`config.mk`:
```
export PLATFORM = sky130hd
export DESIGN_NAME = gate_stream_reduce
export DESIGN_NICKNAME = d
export VERILOG_FILES = /design/src/rtl/gate_stream_reduce.sv
export SDC_FILE = /design/constraint.sdc
export NUM_CORES = 1
export LEC_CHECK = 0
export ABC_AREA = 1
export BUFFER_PORTS_ARGS = -buffer_cell sky130_fd_sc_hd__buf_2
export CORE_ASPECT_RATIO = 1.75
export CORE_MARGIN = 2
export CORE_UTILIZATION = 60
export CTS_CLUSTER_SIZE = 12
export DETAILED_ROUTE_END_ITERATION = 16
export HOLD_SLACK_MARGIN = 0.05
export PLACE_DENSITY = 0.83
export SYNTH_ARGS = -nofsm -noshare
export SYNTH_HDL_FRONTEND = slang
export SYNTH_SLANG_ARGS = --single-unit
```
`constraint.sdc`:
```
create_clock -name clk -period 2.2 [get_ports clk]
set_input_delay 0.11 -clock clk [delete_from_list [all_inputs] [get_ports clk]]
set_output_delay 0.11 -clock clk [all_outputs]
set_load 0.1 [all_outputs]
```
`src/rtl/gate_stream_reduce.sv`:
```
// ---------------------------------------------------------------------------
// gate_stream_reduce
//
// Registered logic-reduction unit. An operation is armed with a start pulse,
// which latches the logic operation and a beat count. The block then folds
// that many WIDTH-bit words, received over a valid/ready handshake, into an
// accumulator with the selected bitwise operation. The final result, inverted
// for the NAND/NOR/XNOR variants, is offered on a valid/ready output. The
// result is held until the consumer accepts it, and then the block returns
// to idle.
//
// Operations (op):
//   0 AND   1 OR   2 XOR   3 NAND   4 NOR   5 XNOR   6/7 reserved -> OR
//
// Parameters:
//   WIDTH  data word width in bits
//   CNT_W  width of len and of the beat counter (max 2^CNT_W-1 beats)
//
// Ports:
//   clk      in   rising-edge clock
//   rst      in   synchronous reset, active-high
//   start    in   begin an operation (sampled only while idle)
//   op       in   operation select, latched on start
//   len      in   number of beats to reduce, latched on start
//   a        in   input data word
//   a_valid  in   a holds a valid beat
//   a_ready  out  block accepts a beat (accumulating state only)
//   y        out  registered result
//   y_valid  out  y holds a result
//   y_ready  in   consumer accepts the result
//   busy     out  high while accumulating or holding a result
//   y_bit    out  (only with GATE_STREAM_REDUCE_BITRED_EN) one-bit reduction
//                 of the final pre-inversion accumulator across all its bits,
//                 inverted for the inverting ops; registered together with y
//
// Optional feature macro: GATE_STREAM_REDUCE_BITRED_EN
//   Undefined (default): y_bit and its logic are absent.
//   Defined:             y_bit is added as described above.
//
// All outputs are registers or pure decodes of the state register, so no
// combinational path exists from any input to any output.
// ---------------------------------------------------------------------------
module gate_stream_reduce #(
  parameter int WIDTH = 8,
  parameter int CNT_W = 5
) (
  input  logic             clk,
  input  logic             rst,
  input  logic             start,
  input  logic [2:0]       op,
  input  logic [CNT_W-1:0] len,
  input  logic [WIDTH-1:0] a,
  input  logic             a_valid,
  output logic             a_ready,
  output logic [WIDTH-1:0] y,
  output logic             y_valid,
  input  logic             y_ready,
`ifdef GATE_STREAM_REDUCE_BITRED_EN
  output logic             y_bit,
`endif
  output logic             busy
);

  // FSM encoding
  localparam logic [1:0] S_IDLE = 2'd0;
  localparam logic [1:0] S_ACC  = 2'd1;
  localparam logic [1:0] S_DONE = 2'd2;

  // Base operation encoding (inversion is carried as a separate flag)
  localparam logic [1:0] BASE_AND = 2'd0;
  localparam logic [1:0] BASE_OR  = 2'd1;
  localparam logic [1:0] BASE_XOR = 2'd2;

  // -------------------------------------------------------------------------
  // Operation decode helpers
  // -------------------------------------------------------------------------

  // Reserved codes 6/7 fall through to OR.
  function automatic logic [1:0] base_of(input logic [2:0] o);
    logic [1:0] b;
    case (o)
      3'd0, 3'd3: b = BASE_AND;
      3'd2, 3'd5: b = BASE_XOR;
      default:    b = BASE_OR;
    endcase
    return b;
  endfunction

  function automatic logic inv_of(input logic [2:0] o);
    return (o == 3'd3) || (o == 3'd4) || (o == 3'd5);
  endfunction

  // Identity element: folding it with any word leaves the word unchanged.
  function automatic logic [WIDTH-1:0] identity_of(input logic [1:0] b);
    return (b == BASE_AND) ? {WIDTH{1'b1}} : {WIDTH{1'b0}};
  endfunction

  function automatic logic [WIDTH-1:0] apply_op(input logic [1:0]       b,
                                                input logic [WIDTH-1:0] x,
                                                input logic [WIDTH-1:0] z);
    logic [WIDTH-1:0] r;
    case (b)
      BASE_AND: r = x & z;
      BASE_XOR: r = x ^ z;
      default:  r = x | z;
    endcase
    return r;
  endfunction

  function automatic logic [WIDTH-1:0] invert_if(input logic             inv,
                                                 input logic [WIDTH-1:0] x);
    return x ^ {WIDTH{inv}};
  endfunction

`ifdef GATE_STREAM_REDUCE_BITRED_EN
  // Collapse a word to one bit with the base operation, then apply inversion.
  function automatic logic bit_reduce(input logic [1:0]       b,
                                      input logic             inv,
                                      input logic [WIDTH-1:0] x);
    logic r;
    case (b)
      BASE_AND: r = &x;
      BASE_XOR: r = ^x;
      default:  r = |x;
    endcase
    return r ^ inv;
  endfunction
`endif

  // -------------------------------------------------------------------------
  // State
  // -------------------------------------------------------------------------
  logic [1:0]       state_q,   state_d;
  logic [1:0]       base_q,    base_d;
  logic             inv_q,     inv_d;
  logic [CNT_W-1:0] cnt_q,     cnt_d;
  logic [WIDTH-1:0] acc_q,     acc_d;
  logic [WIDTH-1:0] y_q,       y_d;
  logic             y_valid_q, y_valid_d;
`ifdef GATE_STREAM_REDUCE_BITRED_EN
  logic             y_bit_q,   y_bit_d;
`endif

  // Values used by more than one branch of the next-state logic.
  logic [1:0]       start_base;
  logic             start_inv;
  logic [WIDTH-1:0] start_ident;
  logic [WIDTH-1:0] acc_next;

  always_comb begin
    start_base  = base_of(op);
    start_inv   = inv_of(op);
    start_ident = identity_of(start_base);
    acc_next    = apply_op(base_q, acc_q, a);
  end

  // -------------------------------------------------------------------------
  // Next-state logic
  // -------------------------------------------------------------------------
  always_comb begin
    state_d   = state_q;
    base_d    = base_q;
    inv_d     = inv_q;
    cnt_d     = cnt_q;
    acc_d     = acc_q;
    y_d       = y_q;
    y_valid_d = y_valid_q;
`ifdef GATE_STREAM_REDUCE_BITRED_EN
    y_bit_d   = y_bit_q;
`endif

    case (state_q)
      S_IDLE: begin
        if (start) begin
          base_d = start_base;
          inv_d  = start_inv;
          acc_d  = start_ident;
          if (len != '0) begin
            cnt_d   = len;
            state_d = S_ACC;
          end else begin
            // Empty reduction: the result is the identity itself.
            y_d       = invert_if(start_inv, start_ident);
            y_valid_d = 1'b1;
`ifdef GATE_STREAM_REDUCE_BITRED_EN
            y_bit_d   = bit_reduce(start_base, start_inv, start_ident);
`endif
            state_d   = S_DONE;
          end
        end
      end

      S_ACC: begin
        // a_ready is high throughout this state, so a_valid alone marks a
        // transfer.
        if (a_valid) begin
          acc_d = acc_next;
          cnt_d = cnt_q - CNT_W'(1);
          if (cnt_q == CNT_W'(1)) begin
            // Last beat: publish the folded value, including this beat,
            // on the same edge that accepts it.
            y_d       = invert_if(inv_q, acc_next);
            y_valid_d = 1'b1;
`ifdef GATE_STREAM_REDUCE_BITRED_EN
            y_bit_d   = bit_reduce(base_q, inv_q, acc_next);
`endif
            state_d   = S_DONE;
          end
        end
      end

      S_DONE: begin
        // y_valid is always set in this state, so y_ready completes it.
        // y keeps its value after the handshake.
        if (y_ready) begin
          y_valid_d = 1'b0;
          state_d   = S_IDLE;
        end
      end

      default: begin
        state_d   = S_IDLE;
        y_valid_d = 1'b0;
      end
    endcase
  end

  // -------------------------------------------------------------------------
  // Registers
  // -------------------------------------------------------------------------
  always_ff @(posedge clk) begin
    if (rst) begin
      state_q   <= S_IDLE;
      base_q    <= BASE_AND;
      inv_q     <= 1'b0;
      cnt_q     <= '0;
      acc_q     <= '0;
      y_q       <= '0;
      y_valid_q <= 1'b0;
`ifdef GATE_STREAM_REDUCE_BITRED_EN
      y_bit_q   <= 1'b0;
`endif
    end else begin
      state_q   <= state_d;
      base_q    <= base_d;
      inv_q     <= inv_d;
      cnt_q     <= cnt_d;
      acc_q     <= acc_d;
      y_q       <= y_d;
      y_valid_q <= y_valid_d;
`ifdef GATE_STREAM_REDUCE_BITRED_EN
      y_bit_q   <= y_bit_d;
`endif
    end
  end

  // -------------------------------------------------------------------------
  // Outputs
  // -------------------------------------------------------------------------
  assign a_ready = (state_q == S_ACC);
  assign busy    = (state_q == S_ACC) || (state_q == S_DONE);
  assign y       = y_q;
  assign y_valid = y_valid_q;
`ifdef GATE_STREAM_REDUCE_BITRED_EN
  assign y_bit   = y_bit_q;
`endif

endmodule

```
== Yosys cells after proc, flatten, opt, wreduce, memory -nomap -nowiden ==
Cells that the tools add are included.
Cells by class
  bitwise logic cells: 5
  add/sub/neg operators: 1
  equality and inequality tests: 14
  muxes and demuxes: 27
  reduce and logical (&&, ||, !) cells: 17
Operator list (number)
  $mux W8: 7
  $pmux W8 S2: 3
  $xor A8 B8 Y8: 3
  $mux W5: 3
  $mux W2: 5
  $ne A2 B2 Y1 const B: 5
  $pmux W5 S2: 1
  $reduce_and A5 Y1: 2
  $and A8 B8 Y8: 1
  $or A8 B8 Y8: 1
  $reduce_and A4 Y1: 2
  $eq A3 B2 Y1 const B: 2
  $eq A3 B3 Y1 const B: 2
  $logic_not A2 Y1: 3
  $pmux W2 S3: 1
  $eq A5 B1 Y1 const B: 1
  $mux W1: 5
  $reduce_bool A5 Y1: 1
  $sub A5 B1 Y5 const B: 1
  $eq A2 B2 Y1 const B: 2
  $pmux W2 S2: 1
  $reduce_or A2 Y1: 2
  $logic_not A3 Y1: 1
  $logic_or A1 B1 Y1: 3
  other kinds (6): 6
Word-level totals
  bits of input ports: 21
  word-level logic and storage cells: 71
  output and inout bits: 11
  bits in registers: 27

== Longest topological paths before layout ==
  depth after elaboration: 9
  depth in mapped cells: 11
  mapped depth without buffers: 11

== Least setup slack after synthesis ==
No wires, ideal clock.
  path kind: reg-to-reg
  start point: register state_q[1]
  end point: register acc_q[0]
  cell stages (with the launch flop): 7
  path buffers: 1
  data arrival time: 2.018 ns
  slack: 0.052 ns
  cells stage by stage: dfxtp_1 -> inv_1 -> ha_1 -> inv_1 -> buf_2 -> a21oi_2 -> a21oi_1
Between the ends
  word-level cells in the longest chain between the ends: 3
  elaborated cells between the ends (all ways): 7
  classes of those cells: 3 x eq/ne; 1 x mux; 3 x reduce/logical
RTL lines
  start: declaration: RTL line 133  | logic [1:0] state_q, state_d;
  start signal: assignment: RTL line 244  | state_q <= state_d;
  $eq A2 B1 Y1 (*)
  net a_ready: RTL line 54  | output logic a_ready,
  $ne A2 B2 Y1 (no source line) or $reduce_bool A2 Y1 (tied branches)
  $reduce_and A3 Y1 (no source line)
  end signal: assignment: RTL line 237  | acc_q <= '0;
  end signal: assignment: RTL line 248  | acc_q <= acc_d;
  end: declaration: RTL line 137  | logic [WIDTH-1:0] acc_q, acc_d;
The timed path passes the listed nets; every way through them passes the cells marked *.
A chain may end at the register's enable or synchronous reset.

== Final worst setup path ==
  start point: register state_q[1]
  end point: output port a_ready
Between the ends
  word-level cells in the longest chain between the ends: 1
RTL lines
  $eq A2 B1 Y1: RTL line 260  | assign a_ready = (state_q == S_ACC);
  end: declaration: RTL line 54
No other way between the ends.

==> results.yml <==
yosys:
  netlist_area_um2: 2128
  synthMuxAreaShare_pct: 0
  synth.yosys.seq_area_share_pct: 25.40
  syn-num-nets: 360
  synth_cells: 318
  yosysWarnings: 0
  synth_adder_area_share_pct: 12.35
  yosys.area.top_type: "dfxtp_1"
  synth_top_area_share_pct: 25.40
  synthTopCellsByArea: "dfxtp_1, ha_1, nand2_1"
  syn_avg_cell_area_um2: 6.693
  synth_xor_xnor_area_share_pct: 0.4115
  ys_seq_elements: 27
  synth_compound_area_share_pct: 9.347
  synth_top_family_by_area: "simple AND/OR/NAND/NOR gates"
  synthSimpleGateAreaFrac_pct: 38.33
  synth.distinct_cells: 32
global_route:
  grt_pass1_wl_um: 8100
  first_global_vias: 1957
  grt_max_degree: 24
  grt_overflow_total: 0
  grt_use_total_pct: 26.14
  antenna_found_initial: 0
worst_setup_path:
  cp.arrival_ps: 1680
  worstPathRequired_ps: 2090
  crit_fanout: 20
  worstSetupStartpointType: "flop"
  end_kind: "output pin"
  crit_type: "flop to output pin"
timing:
  layout_min_cycle_time_ps: 1787
  fmax_mhz: 559.6
  rsz0062_at_grt: "no"
  max_slew_margin_pct: 56.37
  finalHoldViolations: 0
  setup_viol: 0
  timing.final.crit_share_pct: 81.22
  worst_pin_slew_ps: 653.7
  finalMaxSlewViolations: 0
  skew_ps: 1.582
  setup-tns-final_ps: 0
die:
  rows: 28
  core_um2: 3398
  fp.dieH_um: 82.79
  die_area_um2: 4058
  fp.dieW_um: 49.02
  start_util_pct: 62.63
  ioPinCount: 32
drt:
  drc_errors: 0
  routed-via-count: 2046
  viasPerCell: 5.206
  ant_nets: 0
  wl_per_cell_um: 11.87
  wl_um: 4664
  drtPass1Iterations: 4
  drt-initial-drc-count: 48
cts:
  cts_tree: "yes"
  clk_pin_slew_worst_paths_ps: 90
  cts_buffers: 3
  clk_latency_ps: 280
  cts_resized: 0
  cts_max_level: 1
  cts_sinks: 27
  cts_buffer_depth: 2
  clock_tree.root_cell: "clkbuf_8"
  cts_setup_buffers: 0
  cts_hold_buf: 0
flow_run:
  maxCapViolCount: 0
finish:
  n_antenna_cell: 0
  areaGrowthSynthToFinish_pct: 10.05
  drive_gt1_share_pct: 16.38
  layout.nets: 391
placement:
  io_buffers: 31
  place_congestion: 0.8539
  dp_hpwl_um: 3654
worst_hold_path:
  hold_class: "input pin to flop"
outcome:
  outcome: "complete, no violations"
final timing paths:
check | startpoint | endpoint | slack, ps | cells past startpoint
setup reg to reg | base_q[1]$_SDFFE_PP0P_ | y[3]$_SDFFE_PP0P_ | 640 | 8
setup / recovery | state_q[1]$_SDFFE_PP0P_ | a_ready | 410 | 4
hold reg to reg | y_valid$_SDFFE_PP0P_ | y_valid$_SDFFE_PP0P_ | 470 | 2
hold / removal | rst | cnt_q[2]$_SDFFE_PP0P_ | 70 | 2
final cells by class:
class / count / area (µm²)
Clock buffer: 4 / 45.04
Fill cell: 328 / 1056
Inverter: 62 / 236.5
Multi-Input combinational cell: 221 / 1286
Sequential cell: 27 / 540.5
Tap cell: 45 / 56.30
Timing Repair Buffer: 34 / 177.7
registers in the layout, indices dropped and copies added (netlist names):
register / count
acc_q: 8
y: 8
cnt_q: 5
base_q: 2
state_q: 2
inv_q: 1
y_valid: 1
synthesized netlist by cell type:
master    number
a21oi_1       15
nand3b_1       4
dfxtp_1       27
a221oi_1       1
nand2_4        3
o21ai_1        3
clkinv_2       1
nor2_8         2
inv_1         57
nand4_4        1
nor2_4         1
nand3_1       16
a21oi_2        2
nand3b_2       3
buf_2          2
clkbuf_1       1
nand4_2        1
nand3_4        1
xor2_1         1
nand4_1       17
clkinv_1       1
nor2_1        41
nor2_2         2
nand2_1       70
clkbuf_8       1
inv_2          2
o211ai_1       1
buf_4          2
inv_4          1
ha_1          21
o21ai_0       15
buf_6          2
per-layer routing:
metal	up-vias	GRT usage [%]	share of wire (%)
met5	-	0	0
met2	43	55.21	56
met1	923	22.47	36
met3	15	2.867	2.5
met4	0	17.43	4.8
li1	1065	-	-
cells by family after synthesis:
| family | Yosys count |
|---|---|
| flops | 27 |
| compound gates | 37 |
| simple gates | 162 |
| xor+xnor | 1 |
| buf+inv | 70 |
| fa+ha+maj | 21 |
through the flow:
stage          setup slack, ps  utilization, %  cells  instance area [µm²]  hold WS [ps]
2_1_floorplan            51.86               -    318                 2128         172.4
3_3_place_gp             684.6           67.60    389                 2297         368.9
3_5_place_dp             645.5           67.60    389                 2297         365.3
4_1_cts                  423.5           68.92    393                 2342         73.74
5_1_grt                  319.8           68.92    393                 2342         84.89
6_report                 413.1           68.92    393                 2342         68.67
critical path: stages, from the launching register on:
cell	delay [ps]
dfxtp_1	330
inv_1	100
ha_1	220
buf_4	280
buf_2	470
cells in the final DEF (no fill, tap or decap), drive strengths merged, types with 2 or more instances in the layout:
cell and n:
a21oi 17, buf 34, clkbuf 4, clkinv 2
dfxtp 27, ha 21, inv 60, nand2 73
nand3 17, nand3b 7, nand4 19, nor2 46
o21ai 18
Power is not shown: default switching activity piles up to over one toggle a cycle in this logic, so the estimate is an artifact.
